<file path="src/rtl/irq_controller_if.sv">
// Request/acknowledge bus between the interrupt controller (slave) and the processor side (master).
interface irq_controller_if #(
  parameter int unsigned NUM_CH = 8
);
  localparam int unsigned ID_W = $clog2(NUM_CH);

  logic [NUM_CH-1:0] irq_in;
  logic              mask_we;
  logic [NUM_CH-1:0] mask_wdata;
  logic              irq_ack;
  logic              irq_eoi;
  logic              IRQ;
  logic [ID_W-1:0]   irq_id;
  logic [NUM_CH-1:0] pending;
  logic [NUM_CH-1:0] mask;

  modport master (
    output irq_in, mask_we, mask_wdata, irq_ack, irq_eoi,
    input  IRQ, irq_id, pending, mask
  );

  modport slave (
    input  irq_in, mask_we, mask_wdata, irq_ack, irq_eoi,
    output IRQ, irq_id, pending, mask
  );
endinterface

</file>
<file path="src/rtl/irq_controller.sv">
// Fixed-priority interrupt controller: one request in flight, IDLE -> ASSERT -> SERVICE handshake.
// Optional macro IRQ_EDGE_DETECT_EN turns EDGE_CH channels into rising-edge triggered inputs.
module irq_controller #(
  parameter int unsigned       NUM_CH  = 8,
  parameter int unsigned       ID_W    = $clog2(NUM_CH),
  parameter logic [NUM_CH-1:0] EDGE_CH = '0
) (
  input  logic         clk,
  input  logic         RESET_N,
  irq_controller_if.slave bus
);

  typedef enum logic [1:0] {
    ST_IDLE    = 2'd0,
    ST_ASSERT  = 2'd1,
    ST_SERVICE = 2'd2
  } state_t;

  state_t            r_state;
  logic              r_irq;
  logic [ID_W-1:0]   r_id;
  logic [NUM_CH-1:0] r_pending;
  logic [NUM_CH-1:0] r_mask;

  logic [NUM_CH-1:0] w_rise;
  logic [NUM_CH-1:0] w_set;
  logic [NUM_CH-1:0] w_clr;
  logic [NUM_CH-1:0] w_req;
  logic [NUM_CH-1:0] w_pending_nxt;
  logic [ID_W-1:0]   w_first;
  logic              w_any;

`ifdef IRQ_EDGE_DETECT_EN
  localparam logic [NUM_CH-1:0] LP_EDGE = EDGE_CH;

  logic [NUM_CH-1:0] r_hist;

  // Previous-cycle view of irq_in for rising-edge detection
  always_ff @(posedge clk or negedge RESET_N) begin
    if (!RESET_N) begin
      r_hist <= '0;
    end else begin
      r_hist <= bus.irq_in;
    end
  end

  assign w_rise = bus.irq_in & ~r_hist;
`else
  // Edge detection compiled out: every channel behaves as level-triggered
  localparam logic [NUM_CH-1:0] LP_EDGE = EDGE_CH & {NUM_CH{1'b0}};

  assign w_rise = '0;
`endif

  assign w_set         = (bus.irq_in & ~LP_EDGE) | (w_rise & LP_EDGE);
  assign w_clr         = (r_state == ST_ASSERT && bus.irq_ack) ? (NUM_CH'(1) << r_id) : '0;
  assign w_pending_nxt = w_set | (r_pending & ~w_clr);
  assign w_req         = r_pending & r_mask;
  assign w_any         = |w_req;

  // Lowest set index wins; scanning downward leaves the smallest index last
  always_comb begin
    w_first = '0;
    for (int i = NUM_CH - 1; i >= 0; i--) begin
      if (w_req[i]) begin
        w_first = ID_W'(i);
      end
    end
  end

  always_ff @(posedge clk or negedge RESET_N) begin
    if (!RESET_N) begin
      r_state   <= ST_IDLE;
      r_irq     <= 1'b0;
      r_id      <= '0;
      r_pending <= '0;
      r_mask    <= '0;
    end else begin
      r_pending <= w_pending_nxt;
      if (bus.mask_we) begin
        r_mask <= bus.mask_wdata;
      end
      case (r_state)
        ST_IDLE: begin
          if (w_any) begin
            r_id    <= w_first;
            r_irq   <= 1'b1;
            r_state <= ST_ASSERT;
          end
        end
        ST_ASSERT: begin
          if (bus.irq_ack) begin
            r_irq   <= 1'b0;
            r_state <= ST_SERVICE;
          end
        end
        ST_SERVICE: begin
          if (bus.irq_eoi) begin
            r_state <= ST_IDLE;
          end
        end
        default: begin
          r_irq   <= 1'b0;
          r_state <= ST_IDLE;
        end
      endcase
    end
  end

  assign bus.IRQ     = r_irq;
  assign bus.irq_id  = r_id;
  assign bus.pending = r_pending;
  assign bus.mask    = r_mask;

endmodule

</file>
<file path="src/flat_wrapper.sv">
// flat-port wrapper written by rule: the top's interface ports become plain ports
module irq_controller_flat 
#(
  parameter int unsigned       NUM_CH  = 8,
  parameter int unsigned       ID_W    = $clog2(NUM_CH),
  parameter logic [NUM_CH-1:0] EDGE_CH = '0
)
  (clk, RESET_N, bus_irq_in, bus_mask_we, bus_mask_wdata, bus_irq_ack, bus_irq_eoi, bus_IRQ, bus_irq_id, bus_pending, bus_mask);
  irq_controller_if #(.NUM_CH(NUM_CH)) bus_i ();
  input  logic clk;
  input  logic RESET_N;
  input wire logic [$bits(bus_i.irq_in)-1:0] bus_irq_in;
  input wire logic [$bits(bus_i.mask_we)-1:0] bus_mask_we;
  input wire logic [$bits(bus_i.mask_wdata)-1:0] bus_mask_wdata;
  input wire logic [$bits(bus_i.irq_ack)-1:0] bus_irq_ack;
  input wire logic [$bits(bus_i.irq_eoi)-1:0] bus_irq_eoi;
  output wire logic [$bits(bus_i.IRQ)-1:0] bus_IRQ;
  output wire logic [$bits(bus_i.irq_id)-1:0] bus_irq_id;
  output wire logic [$bits(bus_i.pending)-1:0] bus_pending;
  output wire logic [$bits(bus_i.mask)-1:0] bus_mask;
  assign bus_i.irq_in = bus_irq_in;
  assign bus_i.mask_we = bus_mask_we;
  assign bus_i.mask_wdata = bus_mask_wdata;
  assign bus_i.irq_ack = bus_irq_ack;
  assign bus_i.irq_eoi = bus_irq_eoi;
  assign bus_IRQ = bus_i.IRQ;
  assign bus_irq_id = bus_i.irq_id;
  assign bus_pending = bus_i.pending;
  assign bus_mask = bus_i.mask;
  irq_controller #(.NUM_CH(NUM_CH), .ID_W(ID_W), .EDGE_CH(EDGE_CH)) u_core (.clk(clk), .RESET_N(RESET_N), .bus(bus_i));
endmodule
</file>
<file path="config.mk">
export PLATFORM = sky130hd
export DESIGN_NAME = irq_controller_flat
export DESIGN_NICKNAME = d
export VERILOG_FILES = /design/src/rtl/irq_controller_if.sv /design/src/rtl/irq_controller.sv /design/src/flat_wrapper.sv
export SDC_FILE = /design/constraint.sdc
export NUM_CORES = 1
export LEC_CHECK = 0
export BUFFER_PORTS_ARGS = -buffer_cell sky130_fd_sc_hd__buf_2
export CAP_MARGIN = 20
export CORE_UTILIZATION = 25
export DETAILED_ROUTE_END_ITERATION = 8
export GPL_ROUTABILITY_DRIVEN = 0
export PLACE_DENSITY = 0.58
export REMOVE_ABC_BUFFERS = 1
export SYNTH_ARGS = -nofsm -noshare
export SYNTH_HDL_FRONTEND = slang
export SYNTH_SLANG_ARGS = --single-unit
</file>
<file path="constraint.sdc">
create_clock -name clk -period 1.8 [get_ports clk]
set_input_delay 0.36 -clock clk [delete_from_list [all_inputs] [get_ports clk]]
set_output_delay 0.36 -clock clk [all_outputs]
set_load 0.01 [all_outputs]
</file>
==> results of run 1 <==
## cell type report
| class | count | area [um2] |
|---|---|---|
| fill | 398 | 2420 |
| sequential | 22 | 551 |
| multi-input combinational | 61 | 408 |
| timing repair buffer | 40 | 200 |
| tap | 48 | 60.1 |
| clock buffer | 3 | 41.3 |
| inverter | 1 | 3.75 |
## cells in the final DEF, fill, tap and decap left out, types with 2 or more instances in the layout
cell type	n
nand2_1	14
nand3b_1	3
buf_2	40
nand3_1	2
nor2_1	4
a32o_1	2
a21oi_1	4
a21o_1	6
or3b_1	2
clkbuf_8	3
nand2b_1	2
o21ai_0	4
dfrtp_1	22
mux2_2	8
a22oi_1	4
## path summary, 6_finish.rpt
path,from,to,depth (start not counted)
worst max-delay path,u_core.r_state[1],u_core.bus.pending[5],3
worst min-delay path,RESET_N,u_core.bus.pending[1],1
worst max register to register,u_core.r_state[1],u_core.bus.pending[5],3
worst min register to register,u_core.bus.IRQ,u_core.bus.IRQ,2
max in group asynchronous,RESET_N,u_core.bus.mask[3],1
min in group clk,bus_irq_in[2],u_core.bus.pending[2],2
## registers in the layout, indices dropped and copies added, names as in the netlist
| name | flops |
|---|---|
| u_core.bus.mask | 8 |
| u_core.bus.pending | 8 |
| u_core.bus.irq_id | 3 |
| u_core.r_state | 2 |
| u_core.bus.IRQ | 1 |
## stage by stage
| step | cells | hold WS [ns] | worst slack, ns | total power (W) | cell area, um2 |
|---|---|---|---|---|---|
| floorplan | 84 | 0.0644 | 0.533 | 0.000986 | 962 |
| global placement | 172 | 0.353 | 0.501 | 0.00116 | 1220 |
| detailed placement | 172 | 0.357 | 0.439 | 0.00118 | 1220 |
| CTS | 175 | 0.0681 | 0.424 | 0.00148 | 1260 |
| global route | 175 | 0.0828 | 0.357 | 0.00157 | 1260 |
| finish | 175 | 0.0485 | 0.435 | 0.00147 | 1260 |
## per-layer routing
layer,share of wire,global-route usage,wire (um),vias up
met5,0,0,0,-
met1,0.46,0.175,1100,390
met4,0.015,0.0500,36,0
met2,0.46,0.197,1090,34
li1,-,-,-,398
met3,0.064,0.0286,154,5
## where the power goes
| part | internal [W] | total, W | switching (W) |
|---|---|---|---|
| logic | 0.000203 | 0.000420 | 0.000217 |
| registers | 0.000597 | 0.000744 | 0.000147 |
| clock network | 0.000149 | 0.000303 | 0.000153 |
## cells by family (layout without fill, tap and decap cells)
kind of cell,count (synthesis),count (layout)
mux,8,8
flops,22,22
simple gates,30,30
compound gates,23,23
buf+inv,4,44
==> impl_metrics.toml, run 1 <==
[status]
outcome = "completed"

[sta]
fin_crit_ns = 1.36
slew_headroom = 0.675
finalSetupViolations = 0
rsz0062_at_grt = "false"
tightest_slew_ns = 0.487
period_share = 0.758
clock.fmax_mhz = 733
hold_viol = 0
skew_ns = 0.00562
final.setup.tns_ns = 0
slew_violations = 0

[routing]
drc = 0
drt.antenna.violating_nets = 0
wl_per_cell_um = 13.7
drt_pre_antenna_iters = 4
first_iter_violations = 17
dr_total_vias = 827
wl_um = 2390
post_drt_via_cell_ratio = 4.73

[synth]
ys_ff_latch = 22
muxShareOfSynthArea = 0.0925
synth_fa_ha_area_frac = 0
synth.most_common_cell = "dfrtp_1"
synth_area_leaders = "dfrtp_1, mux2_2, nand2_1"
synthSimpleGateAreaFrac = 0.165
netlist_area_um2 = 973
synth_top_area_share = 0.566
yosysSeqAreaShare = 0.566
yosys-top-cells-count = "dfrtp_1, nand2_1, mux2_2, a21o_1"
yosysTopAreaCell = "dfrtp_1"
yosysWarnings = 0
ys_types = 21
synth_top_family_by_area = "simple AND/OR/NAND/NOR gates"
synth_edf_count = 0
synthFlopType = "dfrtp_1"
async_reset_ff_frac = 1.00
synth_xor_area_frac = 0
synth_compound_area_frac = 0.162
netlist_instances = 87
avgSynthCellArea_um2 = 11.2

[setup_path]
cp.required_ns = 1.96
path_max_fanout = 6
reg2reg_slack_ns = 0.44
crit_chain = "nand4b_2, or3b_1, a21o_1"
end_kind = "flip-flop"
critical-path-max-stage-delay_ns = 0.42
cp.arrival_ns = 1.52
critical-path-top-delay-family = "simple AND/OR/NAND/NOR gates"
path_class = "reg2reg"
crit_slowest_cell = "dfrtp_1"
startpoint_type = "flip-flop"
cp_num_buf_inv = 0

[floorplanning]
ios = 41
floorplan.initialDensity = 0.264
die_w_um = 64.4
dieHeight_um = 64.4
core_um2 = 3690
num_rows = 22
die_area_um2 = 4150

[clock_tree]
cts_tree = "done"
cts_sinks = 22
clk_path_buf_depth = 2
clk_pin_slew_ns = 0.08
cts_setup_buffers = 0
postCtsHoldBufs = 0
cts_buffers = 3
htree_levels = 1
insertion_delay_ns = 0.26
cts_resized = 0
root_buffer = "clkbuf_8"

[power_and_ir_drop]
p_per_area_nw_per_um2 = 1160
leakage_nw = 0.552
ir_drop_mv = 0.458

[global_routing]
antenna_found_initial = 0
grt_pass1_vias = 837
grt_pass1_wl_um = 4040
grt_usage = 0.129
overflow = 0
grt_start_max_net_pins = 23

[place]
port_buffers = 40
hpwl_um = 1810

[hold_path]
hold_class = "in2async"

[layout]
finalNetCount = 150
num_antenna_cells = 0
area_growth_pct = 29.8
final_util = 0.343
drive_gt1_frac = 0.417

[run]
cap_violations = 0
(Power assumes the default switching activity.)
==> run 2, diff against run 1 <==
Settings changed: ABC_AREA from default to 1.
Clock period 1.8 ns to 1.3 ns, I/O delays scaled along.
==> run 2 against run 1 <==
Critical path depth grew 4. Combinational power grew 67%. Die area grew 2.5%. Global-route usage shrank 1.6 points. Wire length shrank 8.8%. Register-to-register slack lost 0.32 ns. Final cell count grew 17%. Highest routed layer is now met3. First-iteration DRC count grew 94%. Cell area grew 6.4%. Sequential power grew 28%. Non-clock buffer count grew 2. Total power grew 55%.
==> impl_metrics.toml, run 2 <==
[power_and_ir_drop]
p_int_w = 0.00153
p_clk_frac = 0.275
swShare = 0.330
pwr-share-seq = 0.417
leakage_nw = 0.681
p_per_area_nw_per_um2 = 1690
power_w = 0.00228
combPwrFrac = 0.308
p_switching_w = 0.000751
ir_drop_mv = 0.437

[global_routing]
overflow = 0
grt_pass1_wl_um = 3690
grt_usage = 0.113
grt_start_max_net_pins = 23
antenna_found_initial = 0
grt_pass1_vias = 834

[layout]
area_growth_pct = 34.7
final_common_cell = "buf_2"
drive_gt1_frac = 0.385
final_cell_mix = "buf_2, nand2_1, dfrtp_1"
n_fill_cell = 398
num_antenna_cells = 0
finalNetCount = 178
final_area_um2 = 1350

[sta]
fin_crit_ns = 1.18
hold_slack_ns = 0.174
rsz0062_at_grt = "false"
setup_slack_ns = 0.119
finalSetupViolations = 0
period_share = 0.908
hold_viol = 0
final.setup.tns_ns = 0
skew_ns = 0.00492
tightest_slew_ns = 0.487
clock.fmax_mhz = 847
slew_violations = 0
slew_headroom = 0.675

[floorplanning]
ios = 41
core_um2 = 3740
floorplan.initialDensity = 0.267
dieHeight_um = 65.2
die_w_um = 65.2
num_rows = 22
die_area_um2 = 4250

[clock_tree]
insertion_delay_ns = 0.26
htree_levels = 1
cts_setup_buffers = 0
clk_pin_slew_ns = 0.08
cts_buffers = 3
cts_sinks = 22
clk_path_buf_depth = 2
cts_tree = "done"
root_buffer = "clkbuf_8"

[routing]
drt.antenna.violating_nets = 0
dr_total_vias = 847
drc = 0
wl_per_cell_um = 10.7
drt_pre_antenna_iters = 3
post_drt_via_cell_ratio = 4.15
wl_um = 2180
first_iter_violations = 33

[synth]
async_reset_ff_frac = 1.00
synthFlopType = "dfrtp_1"
synth_edf_count = 0
avgSynthCellArea_um2 = 9.00
synth_top_area_share = 0.551
yosysTopAreaCell = "dfrtp_1"
yosys-top-cells-count = "nand2_1, dfrtp_1, inv_1, o21ai_1, mux2_2"
yosysWarnings = 0
yosysSeqAreaShare = 0.551
netlist_area_um2 = 998
synth_area_leaders = "dfrtp_1, nand2_1, mux2_2"
synth.most_common_cell = "nand2_1"
ys_types = 17
netlist_instances = 111
ys_ff_latch = 22

[place]
port_buffers = 40
place_worst_setup_slack_ns = 0.0836
place_area_um2 = 1260
hpwl_um = 1790

[run]
cap_violations = 0

[setup_path]
end_kind = "flip-flop"
path_max_fanout = 6
cp.arrival_ns = 1.34
startpoint_type = "flip-flop"
crit_slowest_cell = "dfrtp_1"
path_class = "reg2reg"
cp.required_ns = 1.46
crit_chain = "nand2_1, nand2_1, nor2_2, nand2_1, nand2_2, nand3b_1, nand2_1"
cpMostUsedCell = "nand2_1"
critical-path-max-stage-delay_ns = 0.41

[status]
outcome = "completed"

[hold_path]
hold_class = "in2reg"
[run 2: changes by cell type in the layout (fill, tap and decap cells not counted), moves of 3 or more]
cell / delta
nand2_1: +22
inv_1: +16
o21ai_1: +9
a21o_1: -6
a22oi_1: -4
nand2_2: +3
o21ai_0: -3
[run 2: repair_timing]
| item | in CTS | in global routing |
|---|---|---|
| gates resized for setup | 0 | 1 |
| endpoints found under the hold margin | 22 | 0 |
| hold buffers | 1 | 0 |
| endpoints found under the setup margin | 0 | 2 |
[run 2: kinds of logic (layout without fill, tap and decap cells)]
group           after synthesis  count (layout)  synth area share
mux                           8               8            0.0902
flops                        22              22             0.551
compound gates               14              14            0.0764
buf+inv                      19              64            0.0727
simple gates                 48              48             0.209
[run 2: final timing paths]
kind | startpoint | end | slack [ns] | cells after the start
worst min-delay path | bus_irq_in[5] | u_core.bus.pending[5] | 0.17 | 3
min in group asynchronous | RESET_N | u_core.bus.mask[6] | 0.49 | 2
worst max-delay path | u_core.bus.pending[2] | u_core.bus.irq_id[1] | 0.12 | 7
worst min register to register | u_core.bus.pending[4] | u_core.bus.pending[4] | 0.51 | 2
worst max register to register | u_core.bus.pending[2] | u_core.bus.irq_id[1] | 0.12 | 7
max in group asynchronous | RESET_N | u_core.bus.mask[7] | 0.48 | 2
[run 2: area by class of cell]
type                       instances  area (um2)  share of cell area
sequential                        22         551               0.409
multi-input combinational         70         378               0.281
tap                               48        60.1              0.0447
clock inverter                     1        30.0              0.0223
timing repair buffer              42         218               0.162
clock buffer                       3        41.3              0.0307
inverter                          18        67.6              0.0502
[run 2: power groups by stage]
stage	Sequential, W	Combinational [W]	Clock, W
after floorplan	0.000997	0.000391	0
after global placement	0.000961	0.000713	0
after detailed placement	0.000967	0.000710	0
after CTS	0.000954	0.000716	0.000651
after global routing	0.000973	0.000819	0.000678
final	0.000950	0.000701	0.000627
[run 2: through the flow]
step / instances / util
floorplan: 110 / -
global placement: 199 / 0.337
detailed placement: 199 / 0.337
CTS: 204 / 0.359
global route: 204 / 0.359
finish: 204 / 0.359
[run 2: per-layer routing]
layer | GRT usage | share of wire
met4 | 0.00815 | 0
met5 | 0 | 0
met3 | 0.0365 | 0.067
met1 | 0.149 | 0.47
met2 | 0.187 | 0.46
[run 2: critical path, delay by kind of cell (launching register included)]
family,cells,cell delay [ns]
flip-flops,1,0.41
AND/OR/NAND/NOR,7,0.66
